[src/rtl/sys_defs.sv]
// sys_defs: definitions shared by the execute-stage blocks.
// Contents: DATA and ALU_FUNC types, the physical-register and ROB index
// widths and types, and the CDB packet that the buffers hand to the CDB arbiter.
package sys_defs;

    typedef logic [31:0] DATA;

    localparam int SYS_PREG_W = 6;
    localparam int SYS_ROB_W  = 5;

    typedef logic [SYS_PREG_W-1:0] PREG_IDX;
    typedef logic [SYS_ROB_W-1:0]  ROB_IDX;

    // Codes 4'hA..4'hF are unused. The ALU returns ALU_BAD_RESULT for them.
    typedef enum logic [3:0] {
        ALU_ADD  = 4'h0,
        ALU_SUB  = 4'h1,
        ALU_AND  = 4'h2,
        ALU_OR   = 4'h3,
        ALU_XOR  = 4'h4,
        ALU_SLL  = 4'h5,
        ALU_SRL  = 4'h6,
        ALU_SRA  = 4'h7,
        ALU_SLT  = 4'h8,
        ALU_SLTU = 4'h9
    } ALU_FUNC;

    localparam DATA ALU_BAD_RESULT = 32'hfacebeec;

    typedef struct packed {
        DATA     result;
        PREG_IDX preg;
        ROB_IDX  rob_idx;
    } CDB_PACKET;

endpackage

[src/rtl/alu.sv]
// alu: a purely combinational 32-bit integer ALU.
// Ports: opa, opb (operands), func (operation select), result.
// Arithmetic wraps on overflow. Shift amounts use opb[4:0].
module alu
    import sys_defs::*;
(
    input  DATA     opa,
    input  DATA     opb,
    input  ALU_FUNC func,
    output DATA     result
);

    always_comb begin
        result = ALU_BAD_RESULT;
        case (func)
            ALU_ADD:  result = opa + opb;
            ALU_SUB:  result = opa - opb;
            ALU_AND:  result = opa & opb;
            ALU_OR:   result = opa | opb;
            ALU_XOR:  result = opa ^ opb;
            ALU_SLL:  result = opa << opb[4:0];
            ALU_SRL:  result = opa >> opb[4:0];
            ALU_SRA:  result = DATA'($signed(opa) >>> opb[4:0]);
            ALU_SLT:  result = {31'b0, ($signed(opa) < $signed(opb))};
            ALU_SLTU: result = {31'b0, (opa < opb)};
            default:  result = ALU_BAD_RESULT;
        endcase
    end

endmodule

[src/rtl/alu_cdb_buffer.sv]
// alu_cdb_buffer: the completion stage of the ALU functional unit.
// Issued ops are evaluated by the alu in the cycle they are accepted. Each
// result is written into an in-order FIFO. The FIFO head requests the CDB
// and is held stable until a grant pops it. A squash empties the FIFO.
// Ports:
//   clock, reset (async, active high)
//   issue_valid/issue_ready, opa, opb, alu_func, dest_preg, rob_idx  - issue side
//   squash                                                           - mispredict flush
//   cdb_req/cdb_grant, cdb_result, cdb_preg, cdb_rob_idx             - CDB side
//   count                                                            - occupancy
module alu_cdb_buffer
    import sys_defs::*;
#(
    parameter int DEPTH  = 4,
    parameter int PREG_W = SYS_PREG_W,
    parameter int ROB_W  = SYS_ROB_W
) (
    input  logic                       clock,
    input  logic                       reset,
    input  logic                       issue_valid,
    output logic                       issue_ready,
    input  DATA                        opa,
    input  DATA                        opb,
    input  ALU_FUNC                    alu_func,
    input  logic [PREG_W-1:0]          dest_preg,
    input  logic [ROB_W-1:0]           rob_idx,
    input  logic                       squash,
    output logic                       cdb_req,
    input  logic                       cdb_grant,
    output DATA                        cdb_result,
    output logic [PREG_W-1:0]          cdb_preg,
    output logic [ROB_W-1:0]           cdb_rob_idx,
    output logic [$clog2(DEPTH+1)-1:0] count
);

    localparam int PTR_W = $clog2(DEPTH);
    localparam int CNT_W = $clog2(DEPTH+1);

    DATA               r_res  [DEPTH];
    logic [PREG_W-1:0] r_preg [DEPTH];
    logic [ROB_W-1:0]  r_rob  [DEPTH];

    logic [PTR_W-1:0]  r_head;
    logic [PTR_W-1:0]  r_tail;
    logic [CNT_W-1:0]  r_count;

    DATA               w_alu_result;
    logic              w_push;
    logic              w_pop;

    alu u_alu (
        .opa    (opa),
        .opb    (opb),
        .func   (alu_func),
        .result (w_alu_result)
    );

    // issue_ready looks only at the registered count. A pop in the same
    // cycle does not free a slot for issue until the next cycle.
    assign issue_ready = (r_count != CNT_W'(DEPTH));
    assign cdb_req     = (r_count != '0);
    assign count       = r_count;

    // A squash overrides both handshakes in the same cycle.
    assign w_push = issue_valid && issue_ready && !squash;
    assign w_pop  = cdb_req && cdb_grant && !squash;

    // The fields come straight from the head entry. Nothing is written to
    // the head entry while it is occupied, so the fields stay stable until the pop.
    assign cdb_result  = cdb_req ? r_res[r_head]  : '0;
    assign cdb_preg    = cdb_req ? r_preg[r_head] : '0;
    assign cdb_rob_idx = cdb_req ? r_rob[r_head]  : '0;

    // DEPTH is a power of two, so the pointers wrap naturally.
    always_ff @(posedge clock or posedge reset) begin
        if (reset) begin
            r_head  <= '0;
            r_tail  <= '0;
            r_count <= '0;
        end else if (squash) begin
            r_head  <= '0;
            r_tail  <= '0;
            r_count <= '0;
        end else begin
            if (w_push) r_tail <= r_tail + 1'b1;
            if (w_pop)  r_head <= r_head + 1'b1;
            case ({w_push, w_pop})
                2'b10:   r_count <= r_count + 1'b1;
                2'b01:   r_count <= r_count - 1'b1;
                default: r_count <= r_count;
            endcase
        end
    end

    // The storage has no reset. Entries outside [head, head+count) are never observed.
    always_ff @(posedge clock) begin
        if (w_push) begin
            r_res[r_tail]  <= w_alu_result;
            r_preg[r_tail] <= dest_preg;
            r_rob[r_tail]  <= rob_idx;
        end
    end

endmodule

[config.mk]
export PLATFORM = sky130hd
export DESIGN_NAME = alu_cdb_buffer
export DESIGN_NICKNAME = d
export VERILOG_FILES = /design/src/rtl/sys_defs.sv /design/src/rtl/alu.sv /design/src/rtl/alu_cdb_buffer.sv
export SDC_FILE = /design/constraint.sdc
export NUM_CORES = 1
export LEC_CHECK = 0
export BUFFER_PORTS_ARGS = -buffer_cell sky130_fd_sc_hd__buf_2
export CORE_UTILIZATION = 25
export DETAILED_ROUTE_END_ITERATION = 8
export PLACE_DENSITY = 0.4
export SLEW_MARGIN = 5
export SYNTH_ARGS = -nofsm -noshare
export SYNTH_HDL_FRONTEND = slang
export SYNTH_HIERARCHICAL = 1
export SYNTH_SLANG_ARGS = --single-unit
export TNS_END_PERCENT = 30
[constraint.sdc]
create_clock -name clock -period 7.3 [get_ports clock]
set_input_delay 0.365 -clock clock [delete_from_list [all_inputs] [get_ports clock]]
set_output_delay 0.365 -clock clock [all_outputs]
set_load 0.005 [all_outputs]
## After elaboration in Yosys (flattened, before gate mapping)

Memory sizes are Yosys's and may differ from the RTL's.
Cells that the tools add are included.

- Equal/unequal tests: 12
- Shifts and indexed selects: 3
- Bitwise operators: 3
- $add $sub $neg: 6
- Muxes and demuxes: 12
- Order comparisons: 2
- Reductions and logical operators: 10

Operators by type and width:

| operator | number |
|---|---|
| $pmux 32 s10 | 1 |
| $lt 32x32->1 | 2 |
| $add 32x32->32 | 1 |
| $and 32x32->32 | 1 |
| $mux 32 | 1 |
| $or 32x32->32 | 1 |
| $shl 32x5->32 | 1 |
| $shr 32x5->32 | 1 |
| $sshr 32x5->32 | 1 |
| $sub 32x32->32 | 1 |
| $xor 32x32->32 | 1 |
| $eq 4x3->1 const B | 4 |
| $eq 4x2->1 const B | 2 |
| $eq 4x4->1 const B | 2 |
| $mux 2 | 4 |
| $mux 6 | 1 |
| $pmux 3 s2 | 1 |
| $reduce_bool 3->1 | 2 |
| $mux 5 | 1 |
| $add 2x1->2 const B | 2 |
| $eq 4x1->1 const B | 1 |
| $logic_and 1x1->1 | 4 |
| $logic_not 4->1 | 1 |
| $reduce_bool 2->1 | 2 |
| 8 further kinds | 9 |

- Bits in writable memories: 172
- Memories: 3
- Input port bits: 84
- Output and inout bits: 48
- Word-level logic and storage cells: 54
- Register bits after elaboration: 7

Memories:

| name | depth | bits a word | rd ports | clocked after memory_dff | write ports | line | RTL |
|---|---|---|---|---|---|---|---|
| r_res | 4 | 32 | 1 | 0 | 1 | alu_cdb_buffer.sv:39 | `DATA r_res [DEPTH];` |
| r_preg | 4 | 6 | 1 | 0 | 1 | alu_cdb_buffer.sv:40 | `logic [PREG_W-1:0] r_preg [DEPTH];` |
| r_rob | 4 | 5 | 1 | 0 | 1 | alu_cdb_buffer.sv:41 | `logic [ROB_W-1:0] r_rob [DEPTH];` |

## Depth between registers and ports, before layout

Gate-level depths: netlist of the first run.

- Depth in word-level cells: 6
- Depth in mapped cells: 16
- Gate-level depth less buffers: 13

## Modules after synthesis

Netlist of the first run, hierarchy kept.

By module, submodules not included:

| module | instances | area an instance (um^2) | seq. area each (um^2) | cells each |
|---|---|---|---|---|
| alu | 1 | 8325.5 | 0.0 | 1282 |
| alu_cdb_buffer | 1 | 7129.3 | 5340.1 | 340 |

## Worst setup path after synthesis of the first run

No wires, ideal clock.

- Path type: input to register
- From: input port opb[2]
- To: memory r_res[0][27] (netlist bit) (data pin)
- Setup slack: 2.895 ns
- Library setup time: 0.287 ns
- Data arrival time: 4.118 ns
- Path buffers: 4
- Stages on the path: 15
- Required time: 7.013 ns
- Cell sequence: clkbuf_1 inv_2 buf_1 buf_1 ha_1 buf_6 o211ai_1 o21ai_1 o2111a_1 o32a_1 a31o_1 a221o_1 a221oi_1 a21oi_1 or4_1

- Word-level cells in the longest chain between the ends: 2
- Elaborated cells between the ends (all ways): 6
- Those cells by class: add/sub (2); shift (3); mux (1)

RTL lines:

| item | line | RTL |
|---|---|---|
| start: declaration | alu_cdb_buffer.sv:23 | `input DATA opb,` |
| $sub 32x32->32 (tied with other cells) | alu.sv:17 | `ALU_SUB: result = opa - opb;` |
| $pmux 32 s10 (*) | alu.sv:15 | `case (func)` |
| net w_alu_result[27] | alu_cdb_buffer.sv:47 | `DATA w_alu_result;` |
| end: declaration | alu_cdb_buffer.sv:39 |  |

The timed path passes the listed nets; every way through them passes the cells marked *.

## Final worst setup path of the first run

- From: input port opb[4]
- To: memory r_res[3][27] (netlist bit) (data pin)

The elaborated chain is that of the path after synthesis.

==> impl_metrics.tcl, run 1 <==
set metrics [dict create \
    status "finished, final reports clean" \
    cp_slowest_cell "o31ai_1" \
    first_pass_iters 5 \
    die-area_um2 62800 \
    rsz0062_at_grt "false" \
    fp-row-count 90 \
    wl_per_cell_um 24.2 \
    synth_top_area_share_pct 33.4 \
    via_per_inst 5.53 \
    synth_area_um2 15500 \
    rrSetupSlack_ns 4.76 \
    multi_input_area_um2 9170 \
    cts.path.max_buffers 2 \
    worst_pin_slew_ns 1.09 \
    grt.overflow.total 0 \
    final_common_cell "edfxtp_1" \
    hpwlAfterDp_mm 44.9 \
    postRouteAntennaNets 0 \
    fin_nets 1863 \
    grt_pass1_wl_mm 88.9 \
    first_iter_violations 1070 \
    area_growth_syn_to_layout_pct 11.7 \
    final_cell_mix "172 x edfxtp_1, 166 x nor2_1, 130 x buf_2" \
    post_cts_buffers 0 \
    gp_congestion 0.930 \
    setup_violations 0 \
    grt_antenna_before_repair 5 \
    cts_tree "yes" \
    crit_chain "buf_2 > buf_4 > inv_1 > ha_1 > nor2b_1 > a2111oi_0 > nand2_1 > a221oi_2 > a311oi_1 > o31ai_1 > o22a_1 > a21oi_1 > or4_1" \
    hold_buffers 1 \
    setup_tns_ns 0 \
    synthTopCellsByArea "edfxtp_1 33%, mux4_2 9.9%, ha_1 8.3%" \
    hold_path_class "in -> reg" \
    worstPathArrival_ns 4.59 \
    slew_headroom_pct 25.9 \
    drive_gt1_share_pct 17.3 \
    syn_nets 1811 \
    core_um2 60700 \
    die_h_um 251 \
    cts_sinks 179 \
    fin_crit_ns 4.46 \
    grtUsageTotal_pct 18.8 \
    cts_resized 0 \
    grt_max_degree 74 \
    min_period_over_period_pct 61.1 \
    final_util_pct 28.4 \
    portBuffers 131 \
    yosysWarningCount 6 \
    num-fill-cells 6409 \
    via_count 13669 \
    die_w_um 251 \
    ir_drop_v 0.000150 \
    cp_max_fo 45 \
    synth_edf_count 172 \
    slew_viol_final 0 \
    io-pin-count 132 \
    critPathRequiredTime_ns 7.42 \
    timing.fmax_ghz 0.224 \
    end_kind "flip-flop" \
    powerDensity_nw_per_um2 174 \
    syn_area_per_cell_um2 9.53 \
    clkTransAtPathRegs_ns 0.06 \
    numCtsBuffers 17 \
    synth-main-ff-cell "edfxtp_1" \
    drt-total-wl_mm 59.8 \
    worstSkewPairLatency_ns 0.42 \
    crit_path_start_kind "input port" \
    cts_htree_levels 4 \
    final.setup_skew_ns 0.00491 \
    synth-seq-area-share_pct 34.6 \
    synthDistinctLibCells 85 \
    drc_errors 0 \
    cpPeakStageDelay_ns 0.55 \
    seq_area_um2 5340 \
    synth-seq-cells 179 \
    synth_cells 1622 \
    grt_pass1_vias 13361 \
    synth_area_leader_cell "edfxtp_1" \
    async_flop_share_pct 3.91 \
    hold_viol_final 0 \
    cts_root_buf "clkbuf_16" \
    start_util_pct 25.5 \
    critical_path_class "in -> reg" \
    max-cap-violations 0 \
    p_leak_nw 6.47 \
]
-- cells by family (layout without fill, tap and decap cells) --
| family | count (synthesis) | count (layout) | synth area share (%) |
|---|---|---|---|
| adder cells (fa/ha/maj) | 105 | 105 | 8.65 |
| AO/OA/AOI/OAI | 513 | 513 | 22.0 |
| multiplexers | 118 | 118 | 13.7 |
| buffers and inverters | 227 | 292 | 6.29 |
| flip-flops | 179 | 179 | 34.6 |
| XOR/XNOR | 7 | 7 | 0.397 |
| other | 0 | 4 | 0 |
| AND/OR/NAND/NOR | 473 | 473 | 14.4 |
-- per-layer routing --
layer  track usage [%]  share of wire [%]  vias up
li1                  -                  -     6264
met1              26.2                 46     6778
met2              29.3                 45      540
met3              3.43                6.6       81
met4              6.10                2.5        6
met5                 0              0.080        -
-- worst max-delay path: cells and delay by family --
family	cells	cell delay, ns
AO/OA/AOI/OAI	6	1.96
adder cells (fa/ha/maj)	1	0.54
buffers and inverters	3	0.87
AND/OR/NAND/NOR	3	0.82
-- cells in the mapped netlist, drive strengths merged (12+ instances only) --
| cell | count |
|---|---|
| and3 | 16 |
| a221o | 12 |
| clkbuf | 83 |
| mux2i | 37 |
| a21o | 19 |
| o2111ai | 12 |
| a31oi | 14 |
| nor4 | 12 |
| a21oi | 123 |
| a211oi | 32 |
| inv | 95 |
| ha | 102 |
| nand2b | 19 |
| edfxtp | 172 |
| mux4 | 73 |
| a22oi | 13 |
| o221ai | 21 |
| buf | 46 |
| nand3 | 23 |
| nor2 | 166 |
| o211ai | 29 |
| and2 | 55 |
| o21ai | 121 |
| nand2 | 112 |
| o22ai | 17 |
| nor3 | 33 |
-- sequential cells by signal, indices dropped and copies added, names as in the netlist --
signal,count
r_tail,2
count,3
r_head,2
r_preg,24
r_rob,20
r_res,128
-- through the flow --
step | power (mW) | setup slack [ns] | area (um^2) | cells | hold WS, ns
after floorplan | 1.89 | 2.90 | 15500 | 1622 | 0.168
after global placement | 2.24 | 2.49 | 16700 | 2436 | 0.325
after detailed placement | 2.24 | 2.44 | 16700 | 2436 | 0.331
after CTS | 3.04 | 2.87 | 17300 | 2469 | 0.132
after global routing | 3.17 | 2.60 | 17300 | 2470 | 0.147
final | 3.01 | 2.84 | 17300 | 2473 | 0.160
-- cell type report --
cell class                      instances  share of cell area [%]
Timing Repair Buffer                  162                    5.18
Antenna cell                            4                  0.0580
Inverter                               98                    2.13
Sequential cell                       179                    31.0
Clock inverter                         12                   0.384
Tap cell                              782                    5.67
Clock buffer                           20                    2.53
Multi-Input combinational cell       1216                    53.1
-- where the power goes --
| group | total [mW] | internal, mW | switching, mW |
|---|---|---|---|
| clock network | 0.788 | 0.428 | 0.360 |
| logic | 1.01 | 0.375 | 0.640 |
| registers | 1.21 | 1.19 | 0.0161 |
-- worst paths after layout --
check                                start      endpoint  cells past startpoint
worst max-delay path                opb[4]  r_res[3][27]                     13
worst min-delay path            rob_idx[4]   r_rob[3][4]                      1
worst max register to register    count[1]      count[1]                      9
worst min register to register   r_tail[1]     r_tail[1]                      2
max in group asynchronous            reset     r_head[1]                      3
min in group asynchronous            reset      count[1]                      3
No activity file was read; power rests on OpenSTA's default activity.
==> inputs of run 2 (changes only) <==
--- a/config.mk
+++ b/config.mk
@@ -5,6 +5,7 @@
 export SDC_FILE = /design/constraint.sdc
 export NUM_CORES = 1
 export LEC_CHECK = 0
+export ABC_AREA = 1
 export BUFFER_PORTS_ARGS = -buffer_cell sky130_fd_sc_hd__buf_2
 export CORE_UTILIZATION = 25
 export DETAILED_ROUTE_END_ITERATION = 8
==> constraint.sdc (replaced) <==
create_clock -name clock -period 4.5 [get_ports clock]
set_input_delay 0.225 -clock clock [delete_from_list [all_inputs] [get_ports clock]]
set_output_delay 0.225 -clock clock [all_outputs]
set_load 0.005 [all_outputs]
==> run 2 against run 1 <==
  * Synthesized area grew 11%
  * Sequential power grew 69%
  * Die area grew 11%
  * Total power grew 100%
==> impl_metrics.tcl, run 2 <==
set metrics [dict create \
    synth-seq-cells 179 \
    cts_tree "yes" \
    cts_sinks 179 \
    grt.overflow.total 0 \
    met1_usage_pct 30.4 \
    whs_path_depth 4 \
    postRouteAntennaNets 0 \
    synth-seq-area-share_pct 31.0 \
    drc_errors 0 \
    wl_per_cell_um 22.6 \
    netSwitchingPower_mw 2.64 \
    core_um2 67600 \
    start_util_pct 25.5 \
    fin_crit_ns 2.96 \
    grt_busiest_layer "met2" \
    synthTopCellsByCount "687 x nand2_1, 423 x nand3_1, 324 x nor2_1, 275 x inv_1, 172 x edfxtp_1" \
    cts_htree_levels 4 \
    grt_max_degree 88 \
    gp_congestion 0.948 \
    ir_drop_v 0.000238 \
    synth_edf_count 172 \
    fp-row-count 95 \
    io-pin-count 132 \
    drive_gt1_share_pct 9.81 \
    grt_pass1_wl_mm 117 \
    hold_end "count[1]" \
    reg_top3 "r_res (128), r_preg (24), r_rob (20)" \
    first_iter_violations 1502 \
    use_met3_pct 1.36 \
    final_util_pct 28.4 \
    synth_cells 2625 \
    syn_nets 2814 \
    comb_power_share_pct 42.9 \
    synth-main-ff-cell "edfxtp_1" \
    numCtsBuffers 17 \
    worstSkewPairLatency_ns 0.44 \
    hold_path_class "in -> reg" \
    via_count 18204 \
    portBuffers 131 \
    rr_startpoint "count[0]" \
    final_common_cell "nand2_1" \
    p_seq_share_pct 33.3 \
    final_cell_mix "687 x nand2_1, 423 x nand3_1, 320 x nor2_1" \
    synth_top_area_share_pct 30.0 \
    crit_path_start_kind "input port" \
    reg2reg_depth 7 \
    yosysWarningCount 6 \
    min_period_over_period_pct 65.7 \
    cts.path.max_buffers 2 \
    end_kind "flip-flop" \
    max-cap-violations 0 \
    die-area_um2 69900 \
    status "finished, final reports clean" \
    grt_antenna_before_repair 0 \
    clkTransAtPathRegs_ns 0.07 \
    slew_headroom_pct 37.6 \
    p_leak_nw 8.85 \
    drt-total-wl_mm 80.9 \
    die_w_um 264 \
    rsz0062_at_grt "false" \
    grt_pass1_vias 17472 \
    yosysMostFrequentCell "nand2_1" \
    first_pass_iters 6 \
    rrSetupSlack_ns 2.02 \
    setup_tns_ns 0 \
    cp_max_fo 35 \
    synthDistinctLibCells 48 \
    synth_area_leader_cell "edfxtp_1" \
    cts_root_buf "clkbuf_16" \
    setup_violations 0 \
    use_met2_pct 38.9 \
    worstHoldStart "squash" \
    worstPathArrival_ns 3.09 \
    area_growth_syn_to_layout_pct 11.4 \
    critPathRequiredTime_ns 4.64 \
    worst_pin_slew_ns 0.935 \
    fin_nets 2877 \
    p_int_mw 3.49 \
    async_flop_share_pct 3.91 \
    via_per_inst 5.09 \
    final.setup_skew_ns 0.0102 \
    timing.fmax_ghz 0.338 \
    synthTopCellsByArea "edfxtp_1 30%, nand2_1 15%, nand3_1 12%" \
    syn_area_per_cell_um2 6.56 \
    r2r-end "r_res[1][24]" \
    grtUsageTotal_pct 22.7 \
    n_antenna_cell 0 \
    powerDensity_nw_per_um2 319 \
    power_frac_clock_pct 23.8 \
    synth_area_um2 17200 \
    critical_path_class "in -> reg" \
    cts_resized 0 \
    p_sw_share_pct 43.1 \
    hold_viol_final 0 \
    regMostFlops "r_res" \
    hpwlAfterDp_mm 64.3 \
    die_h_um 264 \
    largest_register_ff_count 128 \
    slew_viol_final 0 \
]
-- run 2: final cells by class --
class	instances	area, um^2
inverter	300	1140
timing repair buffer	165	941
clock inverter	14	160
fill	7492	48400
multi-input combinational	2025	10100
sequential	179	5340
tap	873	1090
clock buffer	18	429
-- run 2: power by group through the flow --
stage          Combinational (mW)  Sequential, mW  Clock (mW)
2_1_floorplan                1.62            2.04           0
3_3_place_gp                 2.64            2.08           0
3_5_place_dp                 2.64            2.08           0
4_1_cts                      2.66            2.04        1.50
5_1_grt                      2.92            2.05        1.55
6_report                     2.63            2.04        1.46
-- run 2: metal layers --
metal  routed length, um  part of all wire, %  up-vias
met5                   0                    0        -
li1                    -                    -     8816
met3                2960                  3.7       89
met4                2390                  3.0        0
met2               38700                   48      539
met1               36900                   46     8760
-- run 2: kinds of logic (layout without fill, tap and decap cells) --
logic type / after synthesis / count (layout) / share of synthesized area (%)
adder cells (fa/ha/maj): 105 / 105 / 7.76
buffers and inverters: 421 / 497 / 10.6
AO/OA/AOI/OAI: 355 / 355 / 11.3
AND/OR/NAND/NOR: 1562 / 1562 / 39.1
multiplexers: 2 / 2 / 0.116
XOR/XNOR: 1 / 1 / 0.0509
flip-flops: 179 / 179 / 31.0
-- run 2: how the worst max path moves through the flow --
stage | from | endpoint | slack (ns) | cells past startpoint
final | opb[0] | r_res[3][0] | 1.54 | 15
after global routing | r_head[0] | cdb_result[8] | 1.32 | 6
after CTS | r_head[0] | cdb_result[8] | 1.41 | 6
after detailed placement | opb[0] | r_res[1][0] | 1.13 | 15
after global placement | opb[0] | r_res[1][0] | 1.12 | 15
after floorplan | count[0] | r_preg[0][0] | 1.31 | 6
-- run 2: stage by stage --
stage	hold slack (ns)	area, um^2	cells	setup slack (ns)	power [mW]
floorplan	0.0284	17200	2625	1.31	3.66
global placement	0.186	18500	3530	1.12	4.72
detailed placement	0.193	18500	3530	1.13	4.72
CTS	0.0375	19200	3574	1.41	6.20
global route	0.0822	19200	3574	1.32	6.53
finish	0.0549	19200	3574	1.54	6.12
-- run 2: what timing repair did --
item | CTS | global route
endpoints found under the hold margin | 51 | 0
setup buffers | 0 | 0
hold buffers | 12 | 0
-- run 2: critical path, cell delays in order --
cell and delay [ns]:
buf_2 0.36, ha_1 0.36, fa_1 0.48, inv_1 0.11, nand2_1 0.08, o21ai_2 0.30
nand2_1 0.12, nand2_1 0.21, nand2_1 0.11, nand2_1 0.12, nand2_1 0.09, nand2_1 0.13
nor2_1 0.05, nor2_1 0.15, nand2_1 0.20
==> inputs of run 3 (changes only) <==
--- a/config.mk
+++ b/config.mk
@@ -9,7 +9,7 @@
 export BUFFER_PORTS_ARGS = -buffer_cell sky130_fd_sc_hd__buf_2
 export CORE_UTILIZATION = 25
 export DETAILED_ROUTE_END_ITERATION = 8
-export PLACE_DENSITY = 0.4
+export PLACE_DENSITY = 0.41
 export SLEW_MARGIN = 5
 export SYNTH_ARGS = -nofsm -noshare
 export SYNTH_HDL_FRONTEND = slang
==> constraint.sdc (replaced) <==
create_clock -name clock -period 2.6 [get_ports clock]
set_input_delay 0.13 -clock clock [delete_from_list [all_inputs] [get_ports clock]]
set_output_delay 0.13 -clock clock [all_outputs]
set_load 0.005 [all_outputs]
==> run 3 against run 2 <==
  * Global-route usage rose by 0.84 points
  * Wire length up 3.0%
  * Combinational power rose by 94%
  * Sequential power is 72% higher
  * First-iteration DRC count up 4.3%
  * Sequential share of layout area shrank 2.6 points
  * Design area is 10% higher
==> impl_metrics.tcl, run 3 (synthesis gave the netlist of run 2 again) <==
set metrics [dict create \
    status "finished, final reports clean" \
    crit_family "simple AND/OR/NAND/NOR gates" \
    largest_register_ff_count 128 \
    cts_htree_levels 4 \
    start_util_pct 25.5 \
    cp.depth 16 \
    cts_resized 0 \
    drive_gt1_share_pct 16.5 \
    grt_pass1_vias 18657 \
    final_cell_mix "687 x nand2_1, 423 x nand3_1, 320 x nor2_1" \
    via_per_inst 5.04 \
    finalPower_mw 11.2 \
    final_common_cell "nand2_1" \
    cpPeakStageDelay_ns 0.42 \
    setup_ws_ns 0.266 \
    whs_path_depth 4 \
    core_um2 67600 \
    slew_headroom_pct 50.6 \
    stdcell_area_um2 21100 \
    grt_pass1_wl_mm 122 \
    slew_viol_final 0 \
    crit_chain "buf_2 > inv_1 > ha_1 > nand2_1 > inv_1 > nand2_1 > nand2_1 > inv_1 > nand2_1 > nand2_1 > nand2_1 > nand3_1 > nand2_1 > nand2_1 > nand3_1 > nand3_1" \
    dp_slack_ns -0.142 \
    numCtsBuffers 17 \
    p_seq_share_pct 31.3 \
    comb_power_share_pct 45.4 \
    end_kind "flip-flop" \
    grt_antenna_before_repair 4 \
    cts_sinks 179 \
    n_antenna_cell 0 \
    p_leak_nw 10.0 \
    grt.overflow.total 0 \
    critPathRequiredTime_ns 2.72 \
    placed_cells 3750 \
    worstSkewPairLatency_ns 0.43 \
    worst_pin_slew_ns 0.735 \
    cts.path.max_buffers 2 \
    regMostFlops "r_res" \
    gp_congestion 1.00 \
    layout.cells.non_filler 3796 \
    timing.fmax_ghz 0.428 \
    cp_slowest_cell "ha_1" \
    postRouteAntennaNets 0 \
    fin_nets 3099 \
    grt_max_degree 68 \
    die-area_um2 69900 \
    io-pin-count 132 \
    worstPathArrival_ns 2.46 \
    setup_violations 0 \
    final_util_pct 31.2 \
    hold_path_class "in -> reg" \
    drc_errors 0 \
    hold_buffers 14 \
    cts_root_buf "clkbuf_16" \
    via_count 19124 \
    die_w_um 264 \
    setup_tns_ns 0 \
    area_growth_syn_to_layout_pct 22.7 \
    first_pass_iters 6 \
    first_iter_violations 1566 \
    netSwitchingPower_mw 4.52 \
    rsz0062_at_grt "false" \
    powerDensity_nw_per_um2 531 \
    p_int_mw 6.70 \
    fp-row-count 95 \
    hold_viol_final 0 \
    critical_path_class "in -> reg" \
    hpwlAfterDp_mm 67.9 \
    ir_drop_v 0.000335 \
    crit_path_start_kind "input port" \
    portBuffers 131 \
    fin_hold_ws_ns 0.0701 \
    path_buf_inv 4 \
    power_frac_clock_pct 23.3 \
    cp_max_fo 7 \
    drt-total-wl_mm 83.3 \
    final.setup_skew_ns 0.00905 \
    grtUsageTotal_pct 23.6 \
    reg2reg_depth 7 \
    min_period_over_period_pct 89.8 \
    max-cap-violations 0 \
    path_common_cell "nand2_1" \
    dpl_cell_area_um2 20400 \
    reg_top3 "r_res (128), r_preg (24), r_rob (20)" \
    die_h_um 264 \
    p_sw_share_pct 40.3 \
    post_cts_buffers 0 \
    clkTransAtPathRegs_ns 0.06 \
    cts_tree "yes" \
    wl_per_cell_um 22.0 \
    fin_crit_ns 2.33 \
]
-- run 3: changes by cell type in the layout (fill, tap and decap cells not counted), sizes merged --
| cell | before | now |
|---|---|---|
| inv | 306 | 302 |
| clkinv | 8 | 10 |
| dlygate4sd3 | 12 | 14 |
| bufinv | 0 | 3 |
| buf | 153 | 373 |
| clkbuf | 18 | 17 |
-- run 3: area by class of cell --
| class | instances | area, um^2 |
|---|---|---|
| Sequential cell | 179 | 5340 |
| Tap cell | 873 | 1090 |
| Clock inverter | 15 | 179 |
| Fill cell | 7466 | 46500 |
| Clock buffer | 17 | 425 |
| Timing Repair Buffer | 387 | 2880 |
| Multi-Input combinational cell | 2025 | 10100 |
| Inverter | 300 | 1140 |
-- run 3: path summary, 6_finish.rpt --
check / slack [ns] / from / end
max in group asynchronous: 2.16 / reset / r_head[1]
worst max-delay path: 0.27 / opa[6] / r_res[1][31]
worst min register to register: 0.61 / count[2] / count[2]
worst max register to register: 0.51 / count[0] / r_res[3][1]
worst min-delay path: 0.07 / issue_valid / r_tail[0]
min in group asynchronous: 0.19 / reset / count[0]
-- run 3: worst register-to-register path, cell delays in order, from the launching register on --
cell and delay, ns:
dfrtp_1 0.49, nor2_4 0.07, nand2_2 0.09, nand2_4 0.07, nor2_1 0.19, inv_1 0.22, nor2_4 0.40, buf_12 0.25
-- run 3: power groups by stage --
stage                     sequential [mW]  clock (mW)  combinational, mW
after floorplan                      3.54           0               2.80
after global placement               3.57           0               5.09
after detailed placement             3.58           0               5.10
after CTS                            3.51        2.69               5.15
after global routing                 3.53        2.78               5.64
final                                3.51        2.62               5.09
-- run 3: routing by layer --
layer	vias up	GRT usage (%)	routed length, um
met5	-	0	13
met4	2	7.42	2480
met3	105	1.58	3560
met2	642	39.2	38700
met1	9107	32.4	38600
li1	9268	-	-
